**config.mk**
```make
export PLATFORM = sky130hd
export DESIGN_NAME = strobe_decoder
export DESIGN_NICKNAME = d
export VERILOG_FILES = /design/src/rtl/strobe_decoder_pkg.sv /design/src/rtl/strobe_dwell_counter.sv /design/src/rtl/strobe_decoder.sv
export SDC_FILE = /design/constraint.sdc
export NUM_CORES = 1
export LEC_CHECK = 0
export BUFFER_PORTS_ARGS = -buffer_cell sky130_fd_sc_hd__buf_4
export CORE_MARGIN = 3
export CORE_UTILIZATION = 52
export CTS_CLUSTER_SIZE = 10
export DETAILED_ROUTE_END_ITERATION = 10
export PLACE_DENSITY = 0.75
export SYNTH_ARGS = -nofsm -noshare
export SYNTH_HDL_FRONTEND = slang
export SYNTH_SLANG_ARGS = --single-unit
```
**constraint.sdc**
```tcl
create_clock -name CLK -period 2.4 [get_ports CLK]
set_input_delay 0.6 -clock CLK [delete_from_list [all_inputs] [get_ports CLK]]
set_output_delay 0.6 -clock CLK [all_outputs]
set_load 0.02 [all_outputs]
```
**src/rtl/strobe_decoder_pkg.sv**
```systemverilog
// Shared types and helpers for the registered strobe decoder.
// Also used by the bench model to build strobe masks.
package strobe_decoder_pkg;

    typedef enum logic [1:0] {IDLE, ACTIVE, GAP} strobe_state_t;

    localparam int MASK_W = 64;

    function automatic logic [MASK_W-1:0] one_cold(input int idx, input int n);
        logic [MASK_W-1:0] m;
        m = '1;
        if (idx >= 0 && idx < n && idx < MASK_W)
            m[idx[5:0]] = 1'b0;
        return m;
    endfunction

endpackage

```
**src/rtl/strobe_dwell_counter.sv**
```systemverilog
// Loadable down-counter that times one strobe.
// Holds at zero; the zero flag ends the strobe.
module strobe_dwell_counter #(
    parameter int W = 4
) (
    input  logic         clk,
    input  logic         rst_n,
    input  logic         load,
    input  logic         dec,
    input  logic [W-1:0] din,
    output logic         zero
);

    logic [W-1:0] count;

    always_ff @(posedge clk or negedge rst_n) begin
        if (!rst_n)
            count <= '0;
        else if (load)
            count <= din;
        else if (dec && count != '0)
            count <= count - W'(1);
    end

    assign zero = (count == '0);

endmodule

```
**src/rtl/strobe_decoder.sv**
```systemverilog
// Registered active-low strobe decoder with dwell timing,
// break-before-make gap and optional auto-scan.
module strobe_decoder
    import strobe_decoder_pkg::*;
#(
    parameter int SEL_W   = 3,
    parameter int OUT_N   = 8,
    parameter int DWELL_W = 4
) (
    input  logic               CLK,
    input  logic               N_RST,
    input  logic [SEL_W-1:0]   SEL,
    input  logic [DWELL_W-1:0] DWELL,
    input  logic               REQ,
    input  logic               SCAN,
    input  logic               N_E1,
    input  logic               N_E2,
    input  logic               E3,
    output logic [OUT_N-1:0]   N_Y,
    output logic               BUSY,
    output logic               DONE,
    output logic               ABORT,
    output logic               ERR
);

    localparam logic [SEL_W:0]   OUT_N_L = (SEL_W+1)'(OUT_N);
    localparam logic [SEL_W-1:0] LAST    = SEL_W'(OUT_N - 1);

    strobe_state_t    state;
    logic [SEL_W-1:0] idx;
    logic [SEL_W-1:0] nxt_idx;
    logic             aborted;
    logic             en;
    logic             sel_ok;
    logic             can_req;
    logic             start;
    logic             reject;
    logic             scan_go;
    logic             cnt_load;
    logic             cnt_dec;
    logic             cnt_zero;

    always_comb begin
        en       = !N_E1 && !N_E2 && E3;
        sel_ok   = {1'b0, SEL} < OUT_N_L;
        can_req  = (state == IDLE) && REQ && en;
        start    = can_req && sel_ok;
        reject   = can_req && !sel_ok;
        scan_go  = (state == GAP) && SCAN && en && !aborted;
        nxt_idx  = SEL;
        if (scan_go)
            nxt_idx = (idx == LAST) ? '0 : idx + SEL_W'(1);
        cnt_load = start || scan_go;
        cnt_dec  = (state == ACTIVE) && en && !cnt_zero;
    end

    strobe_dwell_counter #(
        .W (DWELL_W)
    ) u_dwell (
        .clk   (CLK),
        .rst_n (N_RST),
        .load  (cnt_load),
        .dec   (cnt_dec),
        .din   (DWELL),
        .zero  (cnt_zero)
    );

    always_ff @(posedge CLK or negedge N_RST) begin
        if (!N_RST) begin
            state   <= IDLE;
            idx     <= '0;
            aborted <= 1'b0;
            N_Y     <= '1;
            BUSY    <= 1'b0;
            DONE    <= 1'b0;
            ABORT   <= 1'b0;
            ERR     <= 1'b0;
        end else begin
            DONE  <= 1'b0;
            ABORT <= 1'b0;
            ERR   <= 1'b0;
            unique case (state)
                IDLE: begin
                    if (start) begin
                        state <= ACTIVE;
                        idx   <= nxt_idx;
                        N_Y   <= OUT_N'(one_cold(int'(nxt_idx), OUT_N));
                        BUSY  <= 1'b1;
                    end else if (reject) begin
                        ERR <= 1'b1;
                    end
                end
                ACTIVE: begin
                    // Enable loss wins over a normal finish on the same edge
                    if (!en) begin
                        state   <= GAP;
                        N_Y     <= '1;
                        ABORT   <= 1'b1;
                        aborted <= 1'b1;
                    end else if (cnt_zero) begin
                        state   <= GAP;
                        N_Y     <= '1;
                        DONE    <= 1'b1;
                        aborted <= 1'b0;
                    end
                end
                GAP: begin
                    if (scan_go) begin
                        state <= ACTIVE;
                        idx   <= nxt_idx;
                        N_Y   <= OUT_N'(one_cold(int'(nxt_idx), OUT_N));
                    end else begin
                        state <= IDLE;
                        BUSY  <= 1'b0;
                    end
                end
                default: begin
                    state <= IDLE;
                    N_Y   <= '1;
                    BUSY  <= 1'b0;
                end
            endcase
        end
    end

endmodule

```
==> results of run 1 <==
==> area by class of cell <==
cell class	count	area, um^2
clock buffer	4	26.3
fill	157	656
inverter	3	11.3
multi-input combinational	71	524
sequential	21	536
tap	27	33.8
timing repair buffer	26	195
==> worst max-delay path, cell delays in order (launching register included) <==
cell     delay, ns
dfrtp_1       0.40
inv_1         0.09
ha_1          0.17
or3b_1        0.45
nand3_2       0.21
and3_1        0.33
o32a_1        0.20
==> sequential cells by signal (all words and copies together), names as in the netlist <==
signal,flops
N_Y,8
DONE,1
idx,3
u_dwell.count,4
aborted,1
state,2
ABORT,1
BUSY,1
==> placed cells by master, fill, tap and decap left out, drive strengths merged <==
| cell | n |
|---|---|
| a211o | 1 |
| a211oi | 1 |
| a21oi | 7 |
| a22o | 1 |
| a31oi | 5 |
| a41oi | 3 |
| and3 | 2 |
| and4bb | 1 |
| buf | 26 |
| clkbuf | 4 |
| conb | 1 |
| dfrtp | 13 |
| dfstp | 8 |
| ha | 3 |
| inv | 3 |
| mux2 | 4 |
| mux2i | 4 |
| nand2 | 8 |
| nand2b | 1 |
| nand3 | 1 |
| nand4 | 2 |
| nor2 | 7 |
| nor2b | 1 |
| nor3 | 2 |
| nor3b | 2 |
| o21ai | 5 |
| o32a | 4 |
| or3b | 2 |
| xnor2 | 1 |
| xor2 | 2 |
==> per-layer routing <==
metal  GRT usage  vias up  wire length, um
met5           0        -                0
met4      0.0830        0               29
met3      0.0287        5              126
met2       0.320       24             1100
met1       0.258      425              950
li1            -      417                -
==> kinds of logic after synthesis <==
family / synth area share
AO/OA/AOI/OAI: 0.166
XOR/XNOR: 0.0238
adder cells (fa/ha/maj): 0.0340
buffers and inverters: 0.0397
flip-flops: 0.485
multiplexers: 0.0839
other: 0.00340
AND/OR/NAND/NOR: 0.164
==> Yosys cell counts <==
cell      count
a211o_1       1
a211oi_1      1
a21oi_1       7
a22o_1        1
a31oi_1       5
a41oi_1       3
and3_1        2
and4bb_4      1
buf_2         2
buf_4         1
buf_6         1
clkbuf_1      1
conb_1        1
dfrtp_1      13
dfstp_2       8
ha_1          3
inv_1         3
mux2_2        2
mux2_4        2
mux2i_1       4
nand2_1       7
nand2_4       1
nand2b_1      1
nand3_2       1
nand4_1       2
nor2_1        7
nor2b_1       1
nor3_1        2
nor3b_1       1
nor3b_4       1
o21ai_0       4
o21ai_1       1
o32a_1        4
or3b_1        1
or3b_2        1
xnor2_1       1
xor2_1        2
==> per-stage QoR <==
stage / worst slack [ns] / power (W)
2_1_floorplan: 0.667 / 0.000585
3_3_place_gp: 0.351 / 0.000662
3_5_place_dp: 0.330 / 0.000671
4_1_cts: 0.502 / 0.000840
5_1_grt: 0.338 / 0.000895
6_report: 0.500 / 0.000833
==> worst min-delay path by stage <==
stage,start,to,cells past startpoint
4_1_cts,N_RST,idx[0],1
3_5_place_dp,idx[2],idx[2],2
6_report,N_RST,idx[1],1
3_3_place_gp,idx[1],idx[1],2
2_1_floorplan,N_RST,ABORT,0
5_1_grt,N_RST,idx[1],1
==> power by group through the flow <==
stage,registers (W),clock network [W],logic [W]
after floorplan,0.000472,0,0.000113
after global placement,0.000450,0,0.000212
after detailed placement,0.000452,0,0.000218
after CTS,0.000446,0.000176,0.000219
after global routing,0.000453,0.000198,0.000245
final,0.000445,0.000171,0.000217
==> reports/qor.csv, run 1 <==
metric,value,unit
Worst-Skew Late Latency,0.30,ns
Max Slew Vio Count,0,
RSZ-0062 raised after global routing,false,
ANT cells,0,
vias in the first global route,856,
Overall Global Routing Usage,0.196,
Lkg Pwr,0.636,nW
vias per inst,5.73,
worst path arrival time,2.16,ns
reg2reg start,u_dwell.count[0],
core area,1980,um^2
Initial Util,0.557,
"Reg clk slew, reported paths",0.12,ns
grt ovf,0,
sequential power share,0.534,
register area share after synthesis,0.485,
Max rail drop VDD,0.356,mV
Die ar.,2710,um^2
fin nets,143,
Worst R2R End,N_Y[1],
endpoint class of the critical path,flip-flop,
fin cells,152,
initial antenna violation count,0,
Post-CTS Resized,0,
Final min period,1.90,ns
Ys Warns,0,
"Design Area, Final",1330,um^2
pwr dens,628,nW/um^2
CTS buffer count,3,
synth top area cells,"dfrtp_1 (29%), dfstp_2 (19%), mux2i_1 (3.6%)",
clk sinks,21,
root buf cell,clkbuf_4,
input/output buffers,24,
kind of critical path,reg -> reg,
"Cell Area, Synth",1100,um^2
Mean Syn Cell Area,11.0,um^2
gpl congestion,0.812,
switching pwr,0.000252,W
H-tree Lvls,1,
P_int,0.000581,W
# Post-CTS Setup Buffers,0,
FP Rows,16,
post-synth top area cell,dfrtp_1,
Layout Utilization,0.669,
outcome,completed,
fmax,0.526,GHz
Post-route DRC,0,
dpl cell area,1300,um^2
CTS Hold Bufs,0,
Post-DP HPWL,1.69,mm
CTS tree,done,
final hold viol count,0,
WL final,2.20,mm
Sw Ratio,0.303,
first-pass GRT wire length,3.92,mm
setup_tns,0,ns
Yosys top cell area share,0.295,
CP Max Fanout,8,
final setup fails,0,
Synth-to-Final Area Change,20.2,%
Cells after DPL,148,
Worst R2R Path Depth,6,
Cell variety after synth,37,
Reg2Reg Setup Slack,0.50,ns
Ports,26,
vias,871,
crit path to,N_Y[1],
Routed wire per std cell,14.5,um
clk_skew,0.00518,ns
Yosys reg bits,21,
proportion of layout cells with a drive suffix above 1,0.368,
CP required,2.66,ns
HP Class,in -> async,
Starting DRT DRC Count,9,
critical path launch point type,flip-flop,
die height,52.1,um
Die W,52.1,um
Final period util,0.792,
hold slack,0.157,ns
CP Launch Point,u_dwell.count[0],
1st-pass router iterations,4,
post-synthesis net count,117,
Post-Syn Instances,100,
Final ANT Viol Nets,0,
Clock power frac,0.205,
Max Cap Viol,0,
CTS Buffer Depth,2,
Comb pwr share,0.261,
largest net degree at the start of global routing,22,
(Power assumes the default switching activity.)
==> inputs of run 2 (changes only) <==
==> constraint.sdc (replaced) <==
create_clock -name CLK -period 1.9 [get_ports CLK]
set_input_delay 0.475 -clock CLK [delete_from_list [all_inputs] [get_ports CLK]]
set_output_delay 0.475 -clock CLK [all_outputs]
set_load 0.02 [all_outputs]
==> reports/qor.csv, run 2 (synthesis gave the netlist of run 1 again) <==
metric,value,unit
outcome,completed,
1st-pass router iterations,4,
clk sinks,21,
Max Cap Viol,0,
reg2reg start,u_dwell.count[0],
pwr dens,780,nW/um^2
input/output buffers,24,
register area,536,um^2
first-pass GRT wire length,3.80,mm
vias,878,
kind of critical path,reg -> reg,
# Post-CTS Setup Buffers,0,
GR Layer Usage met2,0.308,
met1 Use GR,0.238,
Starting DRT DRC Count,12,
ANT cells,0,
busiest grt layer,met2,
final setup fails,0,
setup_tns,0,ns
gpl congestion,0.791,
endpoint class of the critical path,flip-flop,
HP Class,in -> async,
H-tree Lvls,1,
largest net degree at the start of global routing,22,
Ports,26,
core area,1980,um^2
"Reg clk slew, reported paths",0.12,ns
Routed wire per std cell,14.6,um
Worst R2R End,N_Y[4],
CP Max Fanout,8,
Final min period,1.72,ns
CTS Buffer Depth,2,
WL final,2.28,mm
grt ovf,0,
die height,52.1,um
Max Slew Vio Count,0,
vias in the first global route,868,
RSZ-0062 raised after global routing,false,
CP required,2.11,ns
CTS buffer count,3,
Largest register FFs,8,
initial antenna violation count,0,
final hold viol count,0,
Post-CTS Resized,0,
Synth-to-Final Area Change,23.0,%
Final period util,0.903,
Die W,52.1,um
Largest Register,N_Y,
FP Rows,16,
vias per inst,5.63,
fin cells,156,
proportion of layout cells with a drive suffix above 1,0.395,
Overall Global Routing Usage,0.190,
"commonest non-fill, non-tap cell in the layout",buf_4,
Max rail drop VDD,0.512,mV
fin nets,147,
clk_skew,0.00183,ns
CTS tree,done,
largest registers,"N_Y: 8 flops, u_dwell.count: 4 flops, idx: 3 flops",
worst path arrival time,1.92,ns
Post-DP HPWL,1.76,mm
fmax,0.583,GHz
Cells after DPL,152,
Die ar.,2710,um^2
critical path launch point type,flip-flop,
CP Launch Point,u_dwell.count[0],
Worst-Skew Late Latency,0.30,ns
CTS Hold Bufs,0,
Lkg Pwr,0.655,nW
Power Total,0.00106,W
# fillers,160,
Worst R2R Path Depth,6,
Initial Util,0.557,
area of the multi-input gates,526,um^2
most frequent cells in the layout,"buf_4 (30), dfrtp_1 (13), dfstp_2 (8)",
Global Route met3 Usage,0.0401,
root buf cell,clkbuf_4,
Post-route DRC,0,
Reg2Reg Setup Slack,0.18,ns
Final ANT Viol Nets,0,
## run 2: cell count changes in the layout (fill, tap and decap cells not counted), sizes merged
cell,delta
buf,+4
## run 2: where the power goes
| part | internal (W) | total, W | leakage (nW) | switching [W] |
|---|---|---|---|---|
| clock | 0.0000818 | 0.000216 | 0.0150 | 0.000134 |
| sequential | 0.000523 | 0.000560 | 0.243 | 0.0000373 |
| combinational | 0.000133 | 0.000283 | 0.397 | 0.000149 |
## run 2: critical path, cell delays in order, from the launching register on
cell and delay [ns]:
dfrtp_1 0.39, inv_1 0.09, ha_1 0.17, or3b_1 0.39, nand3_2 0.16, and3_2 0.29, a41oi_1 0.14
## run 2: cell type report
| cell class | instances | share of cell area |
|---|---|---|
| sequential | 21 | 0.394 |
| multi-input combinational | 71 | 0.387 |
| clock buffer | 4 | 0.0194 |
| inverter | 3 | 0.00829 |
| tap | 27 | 0.0249 |
| timing repair buffer | 30 | 0.166 |
## run 2: stage by stage
step	utilization	hold slack, ns	cell area [um^2]	worst slack, ns
after floorplan	-	0.179	1100	0.212
after global placement	0.671	0.367	1330	0.129
after detailed placement	0.671	0.371	1330	0.0813
final	0.685	0.0336	1360	0.184
after CTS	0.684	0.0319	1360	0.106
after global routing	0.685	0.0258	1360	0.0536
## run 2: how the worst max path moves through the flow
| stage | to | cells past startpoint |
|---|---|---|
| floorplan | N_Y[5] | 8 |
| global placement | N_Y[1] | 5 |
| detailed placement | N_Y[4] | 6 |
| CTS | N_Y[4] | 6 |
| global route | N_Y[4] | 6 |
| finish | N_Y[4] | 6 |
## run 2: metal layers
layer  part of all wire  wire (um)
met5                  0          0
met4              0.015         35
met2               0.49       1110
met1               0.44       1010
met3              0.053        121
